File: src/rtl/trap_ctrl_pkg.sv
// Shared definitions for the trap controller: CSR addresses, mcause codes,
// exception flag positions, mstatus/mie bit indices, FSM encoding and the
// mstatus rewrite helpers used on trap entry and mret.
package trap_ctrl_pkg;

    // CSR addresses
    localparam logic [11:0] CsrMstatus = 12'h300;
    localparam logic [11:0] CsrMepc    = 12'h341;
    localparam logic [11:0] CsrMcause  = 12'h342;

    // mcause codes
    localparam logic [31:0] CauseEcall   = 32'd11;
    localparam logic [31:0] CauseEbreak  = 32'd3;
    localparam logic [31:0] CauseIllegal = 32'd2;
    localparam logic [31:0] CauseTimer   = 32'h8000_0007;

    // Exception flag bit positions in exception_i
    localparam int unsigned ExcEcall   = 0;
    localparam int unsigned ExcEbreak  = 1;
    localparam int unsigned ExcIllegal = 2;
    localparam int unsigned ExcMret    = 3;

    // mstatus / mie bit indices
    localparam int unsigned MstatusMie    = 3;
    localparam int unsigned MstatusMpie   = 7;
    localparam int unsigned MstatusMppLo  = 11;
    localparam int unsigned MstatusMppHi  = 12;
    localparam int unsigned MieMtie       = 7;

    // FSM state encoding
    localparam int unsigned StateWidth = 3;

    typedef enum logic [StateWidth-1:0] {
        StIdle        = 3'd0,
        StWait        = 3'd1,
        StWMepc       = 3'd2,
        StWMcause     = 3'd3,
        StWMstatus    = 3'd4,
        StAssert      = 3'd5,
        StMretMstatus = 3'd6
    } state_e;

    // Trap entry: MPIE <= MIE, MIE <= 0, MPP <= machine.
    function automatic logic [31:0] trap_mstatus(input logic [31:0] mstatus);
        logic [31:0] r;
        r = mstatus;
        r[MstatusMpie] = mstatus[MstatusMie];
        r[MstatusMie]  = 1'b0;
        r[MstatusMppHi:MstatusMppLo] = 2'b11;
        return r;
    endfunction

    // mret: MIE <= MPIE, MPIE <= 1.
    function automatic logic [31:0] mret_mstatus(input logic [31:0] mstatus);
        logic [31:0] r;
        r = mstatus;
        r[MstatusMie]  = mstatus[MstatusMpie];
        r[MstatusMpie] = 1'b1;
        return r;
    endfunction

endpackage

File: src/rtl/trap_ctrl.sv
// Machine-mode trap controller.
// Accepts synchronous exceptions (ecall/ebreak/illegal), mret and the machine
// timer interrupt, then sequences the CSR writes (mepc, mcause, mstatus) and
// issues a one-cycle redirect to mtvec or mepc.
// Ports:
//   clk_i, rst_i            clock, asynchronous active-high reset
//   exception_i             exception flags from exe (ecall/ebreak/illegal/mret)
//   inst_addr_i             PC of the instruction in exe
//   jump_enable_i/addr_i    branch/jump resolved in exe and its target
//   stallreq_i              exe busy
//   timer_irq_i             level-sensitive timer interrupt
//   csr_*_i                 current mstatus, mie, mtvec, mepc
//   csr_we_o/waddr_o/wdata_o registered CSR write port
//   hold_o                  pipeline hold request
//   int_assert_o/int_addr_o registered one-cycle redirect pulse and target
module trap_ctrl
    import trap_ctrl_pkg::*;
(
    input  logic        clk_i,
    input  logic        rst_i,
    input  logic [31:0] exception_i,
    input  logic [31:0] inst_addr_i,
    input  logic        jump_enable_i,
    input  logic [31:0] jump_addr_i,
    input  logic        stallreq_i,
    input  logic        timer_irq_i,
    input  logic [31:0] csr_mstatus_i,
    input  logic [31:0] csr_mie_i,
    input  logic [31:0] csr_mtvec_i,
    input  logic [31:0] csr_mepc_i,
    output logic        csr_we_o,
    output logic [11:0] csr_waddr_o,
    output logic [31:0] csr_wdata_o,
    output logic        hold_o,
    output logic        int_assert_o,
    output logic [31:0] int_addr_o
);

    state_e      state_q, state_d;
    logic [31:0] pc_q, pc_d;
    logic [31:0] cause_q, cause_d;

    logic        csr_we_d;
    logic [11:0] csr_waddr_d;
    logic [31:0] csr_wdata_d;
    logic        int_assert_d;
    logic [31:0] int_addr_d;

    logic        sync_trap, is_mret, timer_ok;
    logic [31:0] sync_cause, timer_pc;
    logic        unused_bits;

    assign sync_trap = exception_i[ExcEcall] | exception_i[ExcEbreak] | exception_i[ExcIllegal];
    assign is_mret   = exception_i[ExcMret];
    assign timer_ok  = timer_irq_i & csr_mstatus_i[MstatusMie] & csr_mie_i[MieMtie];
    assign timer_pc  = jump_enable_i ? jump_addr_i : inst_addr_i;
    assign unused_bits = ^{exception_i[31:4], csr_mtvec_i[1:0], csr_mie_i};

    always_comb begin
        if (exception_i[ExcIllegal]) begin
            sync_cause = CauseIllegal;
        end else if (exception_i[ExcEbreak]) begin
            sync_cause = CauseEbreak;
        end else begin
            sync_cause = CauseEcall;
        end
    end

    // Next state, capture and hold
    always_comb begin
        state_d = state_q;
        pc_d    = pc_q;
        cause_d = cause_q;
        hold_o  = (state_q != StIdle);
        unique case (state_q)
            StIdle: begin
                if (sync_trap) begin
                    state_d = StWMepc;
                    pc_d    = inst_addr_i;
                    cause_d = sync_cause;
                    hold_o  = 1'b1;
                end else if (is_mret) begin
                    state_d = StMretMstatus;
                    hold_o  = 1'b1;
                end else if (timer_ok) begin
                    hold_o = 1'b1;
                    if (stallreq_i) begin
                        state_d = StWait;
                    end else begin
                        state_d = StWMepc;
                        pc_d    = timer_pc;
                        cause_d = CauseTimer;
                    end
                end
            end
            // Only a pending timer can get here; trap/mret flags are ignored.
            StWait: begin
                if (!stallreq_i) begin
                    state_d = StWMepc;
                    pc_d    = timer_pc;
                    cause_d = CauseTimer;
                end
            end
            StWMepc:       state_d = StWMcause;
            StWMcause:     state_d = StWMstatus;
            StWMstatus:    state_d = StAssert;
            StMretMstatus: state_d = StAssert;
            StAssert:      state_d = StIdle;
            default:       state_d = StIdle;
        endcase
    end

    // Outputs are registered, so decode them from the state being entered.
    always_comb begin
        csr_we_d     = 1'b0;
        csr_waddr_d  = 12'h000;
        csr_wdata_d  = 32'h0;
        int_assert_d = 1'b0;
        int_addr_d   = 32'h0;
        unique case (state_d)
            StWMepc: begin
                csr_we_d    = 1'b1;
                csr_waddr_d = CsrMepc;
                csr_wdata_d = pc_d;
            end
            StWMcause: begin
                csr_we_d    = 1'b1;
                csr_waddr_d = CsrMcause;
                csr_wdata_d = cause_q;
            end
            StWMstatus: begin
                csr_we_d    = 1'b1;
                csr_waddr_d = CsrMstatus;
                csr_wdata_d = trap_mstatus(csr_mstatus_i);
            end
            StMretMstatus: begin
                csr_we_d    = 1'b1;
                csr_waddr_d = CsrMstatus;
                csr_wdata_d = mret_mstatus(csr_mstatus_i);
            end
            StAssert: begin
                int_assert_d = 1'b1;
                int_addr_d   = (state_q == StMretMstatus) ? csr_mepc_i
                                                          : {csr_mtvec_i[31:2], 2'b00};
            end
            default: ;
        endcase
    end

    always_ff @(posedge clk_i or posedge rst_i) begin
        if (rst_i) begin
            state_q      <= StIdle;
            pc_q         <= 32'h0;
            cause_q      <= 32'h0;
            csr_we_o     <= 1'b0;
            csr_waddr_o  <= 12'h000;
            csr_wdata_o  <= 32'h0;
            int_assert_o <= 1'b0;
            int_addr_o   <= 32'h0;
        end else begin
            state_q      <= state_d;
            pc_q         <= pc_d;
            cause_q      <= cause_d;
            csr_we_o     <= csr_we_d;
            csr_waddr_o  <= csr_waddr_d;
            csr_wdata_o  <= csr_wdata_d;
            int_assert_o <= int_assert_d;
            int_addr_o   <= int_addr_d;
        end
    end

endmodule
File: config.mk
export PLATFORM = sky130hd
export DESIGN_NAME = trap_ctrl
export DESIGN_NICKNAME = d
export VERILOG_FILES = /design/src/rtl/trap_ctrl_pkg.sv /design/src/rtl/trap_ctrl.sv
export SDC_FILE = /design/constraint.sdc
export NUM_CORES = 1
export LEC_CHECK = 0
export ABC_AREA = 1
export BUFFER_PORTS_ARGS = -buffer_cell sky130_fd_sc_hd__buf_2
export CAP_MARGIN = 5
export CELL_PAD_IN_SITES_DETAIL_PLACEMENT = 1
export CELL_PAD_IN_SITES_GLOBAL_PLACEMENT = 1
export CORE_ASPECT_RATIO = 0.8
export CORE_MARGIN = 2
export CORE_UTILIZATION = 30
export CTS_CLUSTER_DIAMETER = 50
export DETAILED_ROUTE_END_ITERATION = 10
export PLACE_DENSITY = 0.84
export SLEW_MARGIN = 20
export SYNTH_ARGS = -nofsm -noshare
export SYNTH_HDL_FRONTEND = slang
export SYNTH_SLANG_ARGS = --single-unit
File: constraint.sdc
create_clock -name clk_i -period 4.49 [get_ports clk_i]
set_input_delay 0.6735 -clock clk_i [delete_from_list [all_inputs] [get_ports clk_i]]
set_output_delay 0.6735 -clock clk_i [all_outputs]
set_load 0.02 [all_outputs]
== Yosys cells after proc, flatten, opt, wreduce, memory -nomap -nowiden ==
Cells that the tools add are included.
Word-level totals
  register bits: 145
  input port bits: 229
  output and inout bits: 79
Cells by class
  equal/unequal tests: 12
  muxes and demuxes: 29
  bitwise logic cells: 4
  reductions and logical operators: 7
Operators with widths (count)
  $mux 32: 11
  $pmux 32 s2: 2
  $pmux 32 s4: 1
  $pmux 10 s3: 1
  $eq 3x3->1 const B: 5
  $pmux 3 s5: 1
  $eq 3x2->1 const B: 4
  $mux 3: 4
  $mux 4: 2
  $mux 1: 6
  $ne 3x3->1 const B: 2
  $reduce_or 2->1: 2
  $reduce_or 4->1: 1
  $eq 3x1->1 const B: 1
  $logic_not 3->1: 1
  $reduce_and 3->1: 1
  $reduce_bool 3->1: 1
  $and 1x1->1: 2
  $mux 2: 1
  $or 1x1->1: 2
  $reduce_bool 2->1: 1

== Depth between registers and ports, before layout ==
  depth in word-level cells: 9
  mapped depth: 11
  gate-level depth less buffers: 9

== Worst setup path after synthesis ==
No wires, ideal clock.
  kind: input port to output port
  from: in exception_i[2]
  to: out hold_o
  arrival time: 1229 ps
  slack: 2587 ps
  stages on the path: 6
  buffers on the path: 0
  path through: nor2_1 > nand2_1 > inv_1 > nand3_1 > inv_1 > nand2_1
Between the ends
  word-level cells in the longest chain between the ends: 3
RTL lines
  start, declared: line trap_ctrl.sv:21  | input logic [31:0] exception_i,
  $or 1x1->1: line trap_ctrl.sv:53  | assign sync_trap = exception_i[ExcEcall] | exception_i[ExcEbreak] | exception_i[ExcIllegal];
  $mux 1: line trap_ctrl.sv:77  | if (sync_trap) begin
  $mux 1: line trap_ctrl.sv:75  | unique case (state_q)
  end, declared: line trap_ctrl.sv:34  | output logic hold_o,
Every way passes these cells.

== Final worst setup path ==
  from: in jump_enable_i
  to: reg csr_wdata_o[5]
Between the ends
  word-level cells in the longest chain between the ends: 7
RTL lines
  start, declared: line trap_ctrl.sv:23  | input logic jump_enable_i,
  $mux 32 (*): line trap_ctrl.sv:56  | assign timer_pc = jump_enable_i ? jump_addr_i : inst_addr_i;
  $mux 32 (*): line trap_ctrl.sv:87, trap_ctrl.sv:98
  $mux 32: line trap_ctrl.sv:85  | end else if (timer_ok) begin
  $mux 32: line trap_ctrl.sv:82  | end else if (is_mret) begin
  $mux 32: line trap_ctrl.sv:77
  $pmux 32 s2 (*): line trap_ctrl.sv:75
  $pmux 32 s4 (*): line trap_ctrl.sv:120  | unique case (state_d)
  named net csr_wdata_d[5]: line trap_ctrl.sv:45  | logic [31:0] csr_wdata_d;
  end signal, assigned: line trap_ctrl.sv:166  | csr_wdata_o <= csr_wdata_d;
  end, declared: line trap_ctrl.sv:33  | output logic [31:0] csr_wdata_o,
The timed path passes the listed nets; every way through them passes the cells marked *.
A chain may end at the register's enable or synchronous reset.

==> summary.md <==
| Metric | Value |
|---|---|
| Clock skew | 0.0123 ns |
| H-Tree Depth | 4 |
| Core ar. | 0.0241 mm2 |
| Inserted Clock Buffers | 17 |
| Vias in the first global route | between 7,000 and 8,000 |
| Gpl congestion | 0.831 |
| Status | finished clean |
| Synth Register Bits | 136 |
| Sink Count | 136 |
| Starting DRC count in detailed routing | between 300 and 400 |
| FF-to-FF Start | state_q[2] |
| Post-synthesis cell count | 1,014 |
| Fraction of registers with async set/reset | 1.00 |
| Multi-input logic area | 0.00330 mm2 |
| Initial antenna violation count | 8 |
| Critical Path End Type | flop |
| Setup-failing EPs final | 0 |
| Post-Route Utilization | 0.385 |
| # resized after CTS | 0 |
| Min Tclk post-route | 2.79 ns |
| Placement Setup Slack | roughly 1.4 ns |
| Met2 Use GR | 0.338 |
| Via count | ~7,400 |
| DR vias/cell | 4.76 |
| Worst R2R Path Depth | 8 |
| Area contributors post-synth | dfrtp_1, nand2_1, a21oi_1 |
| FMAX | between 300 and 400 MHz |
| Share of the synthesized area in the top cell type | 0.467 |
| Net count, final | 1,452 |
| Largest net degree at the start of global routing | 60 |
| Hold Buf Count CTS | 0 |
| PortBufs | between 200 and 250 |
| Sequential element share of the synthesized area | 0.467 |
| Peak supply drop | 0.242 mV |
| Switching Share | 0.445 |
| Crit-path max FO | 33 |
| Critical Path AT | ~3 ns |
| RR Endpoint | csr_waddr_o[8] |
| Max stage delay cell, worst path | clkinv_1 |
| Area Growth Syn to Fin | 27.4% |
| FILL cells | 3,113 |
| Total grt overflow | 0 |
| Comb pwr share | 0.442 |
| Routed WL | 26.5 mm |
| Met3 usage | 0.0511 |
| CTS tree | done |
| Layout cells sized above 1 | 0.241 |
| Post-route ant nets | 0 |
| Die area | 0.0256 mm2 |
| Avg Cell Area, Syn | 7.19 um2 |
| CTS max path bufs | 2 |
| Top cells by count, synth | nand2_1, dfrtp_1, nor2_1, a21oi_1, nand3_1 |
| Sw Pwr | 2560 uW |
| Biggest cell delay along the critical path | 0.91 ns |
| Flop2flop setup slack | 1.84 ns |
| Postcts setup bufs | 0 |
| Die height | 143 um |
| Total of max-cap violations | 0 |
| CTS root buf | clkbuf_16 |
| Number of distinct library cells after synthesis | 24 |
| Ys flop type | dfrtp_1 |
| Io pins | 308 |
| Setup WS post-layout | 1.70 ns |
| GR Layer Usage met1 | 0.275 |
| Number of synthesized flops with an enable pin | 0 |
| First-pass GRT wire length | a little over 40 mm |
| DRC errors left | 0 |
| RSZ-0062 raised after global routing | false |
| Hold crit path type | primary input to async pin |
| Power Dens Cells | 618 mW/mm2 |
| Detailed placement HPWL | 18.9 mm |
| Worst skew pair latency | 0.42 ns |
| Clock transition at the registers of the reported paths | ~0.060 ns |
| Total GRT Usage | 0.208 |
| Synth area leader | dfrtp_1 |
| Top delay family on crit path | buffers and inverters |
| Sequential fraction of design power | 0.319 |
| FP Rows | 51 |
| Most frequent CP cell | nand2_1 |
| Worst Tran Pin Value | 1.03 ns |
| DR WL/cell | 17.0 um |
| Syn. warnings | 0 |
| Chip width | 178 um |
| Register area | 0.00340 mm2 |
| Slew Limit Fails | 0 |
| Internal power | 3190 uW |
| Fin crit share | 0.621 |
| Critical Path Start Type | primary input |
| Total negative slack | 0 ns |
| Gr busiest metal | met2 |
| TritonRoute pass-1 iters | 4 |
| Final Hold Fails | 0 |
| Data required, critical path | 4.78 ns |
| Crit Path Class | primary input to flop |
| Synth Cell Area | roughly 0.0073 mm2 |
| Crit path cell chain | buf_2, buf_4, clkinv_1, nand2_1, nand3_1, o21ai_0, nand2_1, nand2_1, nand2_1, nand3_1, nand2_1 |
| Clk pwr share | 0.240 |
| CP bufs+invs | 3 |
| Pleak | 0.00475 uW |
| Effective utilization at floorplan | 0.302 |
| Slew headroom | 0.309 |
| Top-count cell post-synth | nand2_1 |
==> state kept, by name, indices dropped and copies added (netlist names) <==
signal and count:
csr_wdata_o 32, state_q 3, csr_waddr_o 4, cause_q 32
int_addr_o 32, pc_q 32, int_assert_o 1
==> cell families (layout without fill, tap and decap cells) <==
family,count (synthesis),count (layout),synth area share
other,1,14,0.000514
buffers and inverters,149,365,0.0856
AOI/OAI and AO/OA,168,168,0.128
DFF,136,136,0.467
and+or+nand+nor,560,560,0.319
==> power by group through the flow <==
stage          Sequential, uW  Combinational, uW  Clock [uW]
3_3_place_gp             1830               2470           0
2_1_floorplan            2070               1410           0
5_1_grt                  1870               2820        1470
6_report                 1830               2540        1380
4_1_cts                  1830               2560        1410
3_5_place_dp             1840               2540           0
==> cell type report <==
cell class                 count  area share
antenna                        7     0.00189
clock buffer                  18      0.0462
clock inverter                14      0.0151
inverter                      81      0.0333
multi-input combinational    735       0.355
sequential                   136       0.366
tap                          318      0.0428
timing repair buffer         252       0.139
==> metal layers <==
layer,share of wire,vias to the layer above,routed length (um)
met5,0.00049,-,13
met4,0.015,2,396
met1,0.46,3597,12200
met3,0.061,23,1610
met2,0.47,191,12400
li1,-,3621,-
==> metrics by stage <==
stage | std cells | total power (uW) | cell area [um2] | hold WS [ns]
2_1_floorplan | 1020 | 3480 | 7320 | 0.440
5_1_grt | 1558 | 6160 | 9290 | 0.374
6_report | 1561 | 5740 | 9290 | 0.335
3_5_place_dp | 1522 | 4390 | 8710 | 0.476
3_3_place_gp | 1522 | 4300 | 8710 | 0.467
4_1_cts | 1554 | 5800 | 9280 | 0.349
==> worst max path at each step <==
| stage | startpoint | to | slack, ns | cells past startpoint |
|---|---|---|---|---|
| after detailed placement | exception_i[3] | csr_wdata_o[23] | 1.43 | 9 |
| after global routing | jump_enable_i | csr_wdata_o[21] | 1.44 | 11 |
| after global placement | exception_i[3] | csr_wdata_o[23] | 1.45 | 9 |
| after CTS | state_q[2] | hold_o | 1.74 | 7 |
| final | jump_enable_i | csr_wdata_o[5] | 1.70 | 11 |
| after floorplan | rst_i | cause_q[0] | 0.18 | 1 |
==> cells in the final DEF, fill, tap and decap left out, drive strengths merged, types with 6 or more instances in the layout <==
master / count
a21boi: 28
a21oi: 100
a31oi: 15
and2: 32
buf: 252
clkbuf: 18
clkinv: 6
conb: 7
dfrtp: 136
diode: 7
inv: 86
nand2: 303
nand3: 86
nor2: 137
o21ai: 22
Power figures use the tool's default switching activity.
